$ cat src/rtl/dense_layer.sv
// dense_layer: one fully connected layer, one MAC per clock.
//
// Evaluates y[j] = b[j] + sum_i x[i]*w(j,i) for every neuron j in turn,
// reading weights from an external memory with one cycle of read latency.
// The weight for neuron j, input i lives at address j*IN_SIZE+i.
//
// Ports
//   clk     - clock, all state on the rising edge
//   reset   - asynchronous, active-high clear
//   start   - one-cycle request to evaluate the layer (ignored while busy)
//   x       - signed input activations, captured when start is accepted
//   b       - signed biases, held stable by the producer while busy
//   w_addr  - weight memory read address
//   w_data  - weight read back one cycle after w_addr
//   y       - signed pre-activation outputs, one per neuron
//   busy    - evaluation in progress
//   done    - all outputs valid; held until the next accepted start

// Saturating multiply-accumulate: acc + xi*wi, clamped to the ACCBITS range.
// The sum is formed wide enough that neither the product nor the addition
// can overflow before the clamp, even when ACCBITS < INBITS+WBITS.
module dense_layer_sat_mac #(
  parameter int INBITS  = 8,
  parameter int WBITS   = 8,
  parameter int ACCBITS = 24
) (
  input  logic [ACCBITS-1:0] acc,
  input  logic [INBITS-1:0]  xi,
  input  logic [WBITS-1:0]   wi,
  output logic [ACCBITS-1:0] sum_sat
);
  localparam int PW = INBITS + WBITS;
  localparam int SW = ((ACCBITS > PW) ? ACCBITS : PW) + 1;
  localparam logic signed [SW-1:0] SAT_MAX = SW'({1'b0, {(ACCBITS-1){1'b1}}});
  localparam logic signed [SW-1:0] SAT_MIN = ~SAT_MAX;

  logic signed [PW-1:0] prod;
  logic signed [SW-1:0] sum;

  always_comb begin
    prod = PW'($signed(xi)) * PW'($signed(wi));
    sum  = SW'($signed(acc)) + SW'(prod);
    if (sum > SAT_MAX)      sum_sat = {1'b0, {(ACCBITS-1){1'b1}}};
    else if (sum < SAT_MIN) sum_sat = {1'b1, {(ACCBITS-1){1'b0}}};
    else                    sum_sat = sum[ACCBITS-1:0];
  end
endmodule

module dense_layer #(
  parameter int INBITS   = 8,
  parameter int WBITS    = 8,
  parameter int ACCBITS  = 24,
  parameter int IN_SIZE  = 16,
  parameter int OUT_SIZE = 10,
  parameter int AW = ($clog2(IN_SIZE*OUT_SIZE) > 1) ? $clog2(IN_SIZE*OUT_SIZE) : 1
) (
  input  logic                               clk,
  input  logic                               reset,
  input  logic                               start,
  input  logic [IN_SIZE-1:0][INBITS-1:0]     x,
  input  logic [OUT_SIZE-1:0][ACCBITS-1:0]   b,
  output logic [AW-1:0]                      w_addr,
  input  logic [WBITS-1:0]                   w_data,
  output logic [OUT_SIZE-1:0][ACCBITS-1:0]   y,
  output logic                               busy,
  output logic                               done
);
  localparam int IW = (IN_SIZE  > 1) ? $clog2(IN_SIZE)  : 1;
  localparam int JW = (OUT_SIZE > 1) ? $clog2(OUT_SIZE) : 1;
  localparam logic [IW-1:0] I_LAST   = IW'(IN_SIZE - 1);
  localparam logic [JW-1:0] J_LAST   = JW'(OUT_SIZE - 1);
  localparam logic [AW-1:0] ROW_STEP = AW'(IN_SIZE);

  typedef enum logic [1:0] {IDLE, FILL, MAC, DONE} state_t;

  state_t                          state, state_d;
  logic [IN_SIZE-1:0][INBITS-1:0]  x_lat;
  logic [ACCBITS-1:0]              acc, acc_next;
  logic [IW-1:0]                   i;
  logic [JW-1:0]                   j, j_nxt;
  logic [AW-1:0]                   row_base;
  logic                            accept, mac_last, neuron_last;

  dense_layer_sat_mac #(
    .INBITS (INBITS),
    .WBITS  (WBITS),
    .ACCBITS(ACCBITS)
  ) u_mac (
    .acc    (acc),
    .xi     (x_lat[i]),
    .wi     (w_data),
    .sum_sat(acc_next)
  );

  always_ff @(posedge clk or posedge reset) begin
    if (reset) state <= IDLE;
    else       state <= state_d;
  end

  always_comb begin
    state_d     = state;
    accept      = 1'b0;
    mac_last    = (state == MAC) && (i == I_LAST);
    neuron_last = (j == J_LAST);
    j_nxt       = j + JW'(1);
    case (state)
      IDLE, DONE: if (start) begin
        accept  = 1'b1;
        state_d = FILL;
      end
      FILL:       state_d = MAC;
      MAC:        if (i == I_LAST) state_d = neuron_last ? DONE : FILL;
      default:    state_d = IDLE;
    endcase
  end

  assign busy = (state == FILL) || (state == MAC);
  assign done = (state == DONE);

  // Address schedule: w_addr runs one step ahead of the MAC so that w_data
  // for input i arrives on MAC cycle i. FILL covers the first read of each
  // row; the final in-row address is held rather than stepping past the
  // row, and the last MAC cycle jumps to the next row base.
  always_ff @(posedge clk or posedge reset) begin
    if (reset) begin
      x_lat    <= '0;
      acc      <= '0;
      i        <= '0;
      j        <= '0;
      row_base <= '0;
      w_addr   <= '0;
      y        <= '0;
    end else begin
      case (state)
        IDLE, DONE: if (accept) begin
          x_lat    <= x;
          acc      <= b[0];
          i        <= '0;
          j        <= '0;
          row_base <= '0;
          w_addr   <= '0;
        end
        FILL: if (IN_SIZE > 1) w_addr <= w_addr + AW'(1);
        MAC: begin
          if (mac_last) begin
            y[j] <= acc_next;
            i    <= '0;
            if (!neuron_last) begin
              j        <= j_nxt;
              acc      <= b[j_nxt];
              row_base <= row_base + ROW_STEP;
              w_addr   <= row_base + ROW_STEP;
            end else begin
              acc <= acc_next;
            end
          end else begin
            acc <= acc_next;
            i   <= i + IW'(1);
            if (int'(i) + 2 < IN_SIZE) w_addr <= w_addr + AW'(1);
          end
        end
        default: ;
      endcase
    end
  end
endmodule

$ cat config.mk
export PLATFORM = sky130hd
export DESIGN_NAME = dense_layer
export DESIGN_NICKNAME = d
export VERILOG_FILES = /design/src/rtl/dense_layer.sv
export SDC_FILE = /design/constraint.sdc
export NUM_CORES = 1
export LEC_CHECK = 0
export BUFFER_PORTS_ARGS = -buffer_cell sky130_fd_sc_hd__buf_4
export CORE_ASPECT_RATIO = 0.8
export CORE_MARGIN = 4
export CORE_UTILIZATION = 45
export CTS_CLUSTER_DIAMETER = 150
export DETAILED_ROUTE_END_ITERATION = 12
export PLACE_DENSITY_LB_ADDON = 0.2
export SLEW_MARGIN = 20
export SYNTH_ARGS = -nofsm -noshare
export SYNTH_HDL_FRONTEND = slang
export SYNTH_SLANG_ARGS = --single-unit
export TNS_END_PERCENT = 20
$ cat constraint.sdc
create_clock -name clk -period 17.7 [get_ports clk]
set_input_delay 2.655 -clock clk [delete_from_list [all_inputs] [get_ports clk]]
set_output_delay 2.655 -clock clk [all_outputs]
set_load 0.01 [all_outputs]
==> impl_results.md <==
- Clock network latency to the later pin of the worst-skew pair: 590 ps
- Number of cells in the finished layout apart from fillers: 3213
- First-pass iteration count of the detailed router: 5
- Number of setup buffers added after CTS: 0
- WP data required: 18160 ps
- Clock tree skew after final layout: 27.7 ps
- Root Driver: sky130_fd_sc_hd__clkbuf_16
- Worst hold-check path type: reg -> reg
- First-pass GRT wire length: 121000 um
- Predominant post-synthesis flop cell: sky130_fd_sc_hd__dfrtp_1
- Post-synth EDFFs: 0
- Post-Synthesis Net Count: 2477
- Final-report hold violation count: 0
- Post-synthesis sequential element count: 414
- Via/cell ratio: 5.64
- Final setup violating endpoints: 0
- Post-synth design cell area: 23400 um2
- Start point of the critical path: w_data[1]
- Measured slew at the worst slew-check pin: 1030 ps
- Number of distinct library cell variants in the gate-level netlist after synthesis: 58
- CTS tree: yes
- CP peak stage delay: 770 ps
- CP Max Fanout: 16
- Last weighted congestion value of the routability-driven placer: 0.925
- Detail-routed net length per standard cell: 25.6 um
- Number of antenna violations at the first check in global routing: 7
- Clock-pin slew on the worst setup and hold paths: 60 ps
- IO buf count: 628
- Pin count of the biggest net entering global routing: 108
- Number of core rows: 74
- Die Wd: 263 um
- Max cap viols: 0
- I/O pin count: 629
- Fin crit share: 48.8%
- Type of element capturing the critical path: register
- Register-to-Register Setup Slack: 9090 ps
- Via count of the first global-routing pass: 19000
- Yosys Warn Count: 0
- Antenna Violating Nets Remaining: 0
- Layout net count: 3049
- Fraction of final layout cells with drive strength greater than 1: 42.8%
- Layout area overhead: 29.7%
- Count of placed standard cells including taps: 3131
- Most frequent standard cell in the layout excluding fill and tap cells: sky130_fd_sc_hd__buf_4
- Critical path cell sequence: buf_4 > and2_1 > fa_1 > inv_1 > fa_1 > inv_1 > fa_1 > fa_1 > ha_1 > ha_1 > a21oi_1 > nand2_1 > a221o_1 > or2_1 > a211o_1 > xnor2_2 > maj3_1 > a21oi_1 > a211o_1
- Critical path data arrival time: 9090 ps
- Core footprint: 51200 um2
- Post-CTS Resized: 0
- Hold path cells: 2
- Synthesized instance count: 1923
- Share of synthesized area occupied by flip-flops and latches: 44.3%
- Overall routing resource usage: 28.8%
- Layout filler cell count: 4216
- CP startpoint kind: primary input
- Total congestion overflow: 0
- Crit path time final: 8640 ps
- Maximum clock path buffer count: 3
- Cts bufs inserted: 44
- Most used cells in the layout excluding fill and tap cells: sky130_fd_sc_hd__buf_4, sky130_fd_sc_hd__dfrtp_1, sky130_fd_sc_hd__mux2_2
- RSZ-0062 raised after global routing: no
- Detailed Route Iter0 Violations: 1403
- Pins Over Slew Limit: 0
- Routed Wire Length: 82100 um
- Reg-to-Reg Start: i[0]
- Async set-or-reset flop fraction in the synthesized netlist: 100%
- Diode insertion count for antenna repair: 0
- Effective utilization at floorplan: 45.7%
- Fraction of post-synthesis cell area in the top cell type by area: 44.3%
- Via count of the routed design: 18100
- Drt drc: 0
- Hold EP: y[134]
- Number of sinks on the clock net: 414
- Mean cell area of the mapped netlist: 12.2 um2
- Critical Setup Path Class: in -> reg
- Beginning of the worst hold path: y[134]
- Number of levels the H-tree was split into: 2
- Core Util, Final: 59.3%
- Total Neg Setup Slack: 0 ps
- Biggest area consumer among synthesized cells: sky130_fd_sc_hd__dfrtp_1
- Crit-path slowest cell: sky130_fd_sc_hd__and2_1
- Die extent in y: 212 um
- Die area: 55700 um2
- Most Frequent Cell on Critical Path: sky130_fd_sc_hd__fa_1
- R2r worst-path depth: 21
- Maximum frequency from static timing analysis: 116 MHz
- Result of the run: finished clean
- Worst relative slew slack: 31.6%
- R2R Path End: acc[14]
- Dominant cells by area after synthesis: sky130_fd_sc_hd__dfrtp_1, sky130_fd_sc_hd__mux2_2, sky130_fd_sc_hd__fa_1
- Quantity of hold-fixing buffers added after cts: 0
- HPWL after detailed placement: 62300 um
sequential cells by signal (all words and copies together), names as in the netlist:
signal    cells
acc          24
j             4
y           240
row_base      4
i             4
x_lat       128
state         2
w_addr        8
final cells by class:
class | instances | area [um2] | share of cell area, %
multi-input cells | 1274 | 12200 | 40.1
flip-flops and latches | 414 | 10400 | 34.2
repair buffers | 654 | 4950 | 16.3
clock buffers | 59 | 1250 | 4.12
well taps | 684 | 856 | 2.82
inverters | 107 | 409 | 1.35
clock inverters | 21 | 350 | 1.15
logic make-up (layout without fill, tap and decap cells):
group / count (synthesis) / count (layout) / share of synthesized area (%)
flip-flops: 414 / 414 / 44.3
multiplexers: 366 / 366 / 21.7
AND/OR/NAND/NOR: 361 / 361 / 7.19
AO/OA/AOI/OAI: 323 / 323 / 7.89
buffers and inverters: 235 / 841 / 4.12
adder cells (fa/ha/maj): 196 / 196 / 13.8
XOR/XNOR: 28 / 28 / 1.05
per-stage QoR:
step                instance area, um2  setup slack [ps]  hold slack, ps
floorplan                        23400              3520             459
global placement                 28700              8290             464
detailed placement               28700              8160             472
CTS                              30300              8730             486
global route                     30300              8610             505
finish                           30300              9060             483
layer usage:
| layer | global-route usage (%) | vias to the layer above | routed length [um] |
|---|---|---|---|
| met1 | 38.6 | 9401 | 33700 |
| met4 | 9.35 | 4 | 2880 |
| met3 | 7.68 | 153 | 6430 |
| met5 | 0 | - | 20 |
| li1 | - | 7893 | - |
| met2 | 46.4 | 665 | 39100 |
critical path, delay by kind of cell:
| family | cells | cell delay (ps) |
|---|---|---|
| xor+xnor | 1 | 530 |
| simple gates | 3 | 1130 |
| compound gates | 5 | 1350 |
| buf+inv | 3 | 310 |
| fa+ha+maj | 7 | 3100 |
synthesized netlist by cell type (25+ instances only):
cell,number
sky130_fd_sc_hd__mux2i_1,40
sky130_fd_sc_hd__ha_1,67
sky130_fd_sc_hd__o22ai_1,25
sky130_fd_sc_hd__nand2_1,135
sky130_fd_sc_hd__mux4_2,88
sky130_fd_sc_hd__inv_1,106
sky130_fd_sc_hd__dfrtp_1,414
sky130_fd_sc_hd__nor2_1,104
sky130_fd_sc_hd__a21oi_1,130
sky130_fd_sc_hd__fa_1,108
sky130_fd_sc_hd__mux2_2,237
sky130_fd_sc_hd__o21ai_0,107
sky130_fd_sc_hd__and2_1,44
sky130_fd_sc_hd__clkbuf_1,86
sky130_fd_sc_hd__nor3b_1,25
worst max-delay path by stage:
stage,to,slack [ps],cells after the start
after floorplan,acc[0],3520,1
after global placement,acc[14],8290,19
after detailed placement,acc[14],8160,20
after CTS,acc[14],8730,21
after global routing,acc[14],8610,21
final,acc[14],9060,19
Power is not shown: default switching activity piles up to over one toggle a cycle in this logic, so the estimate is an artifact.
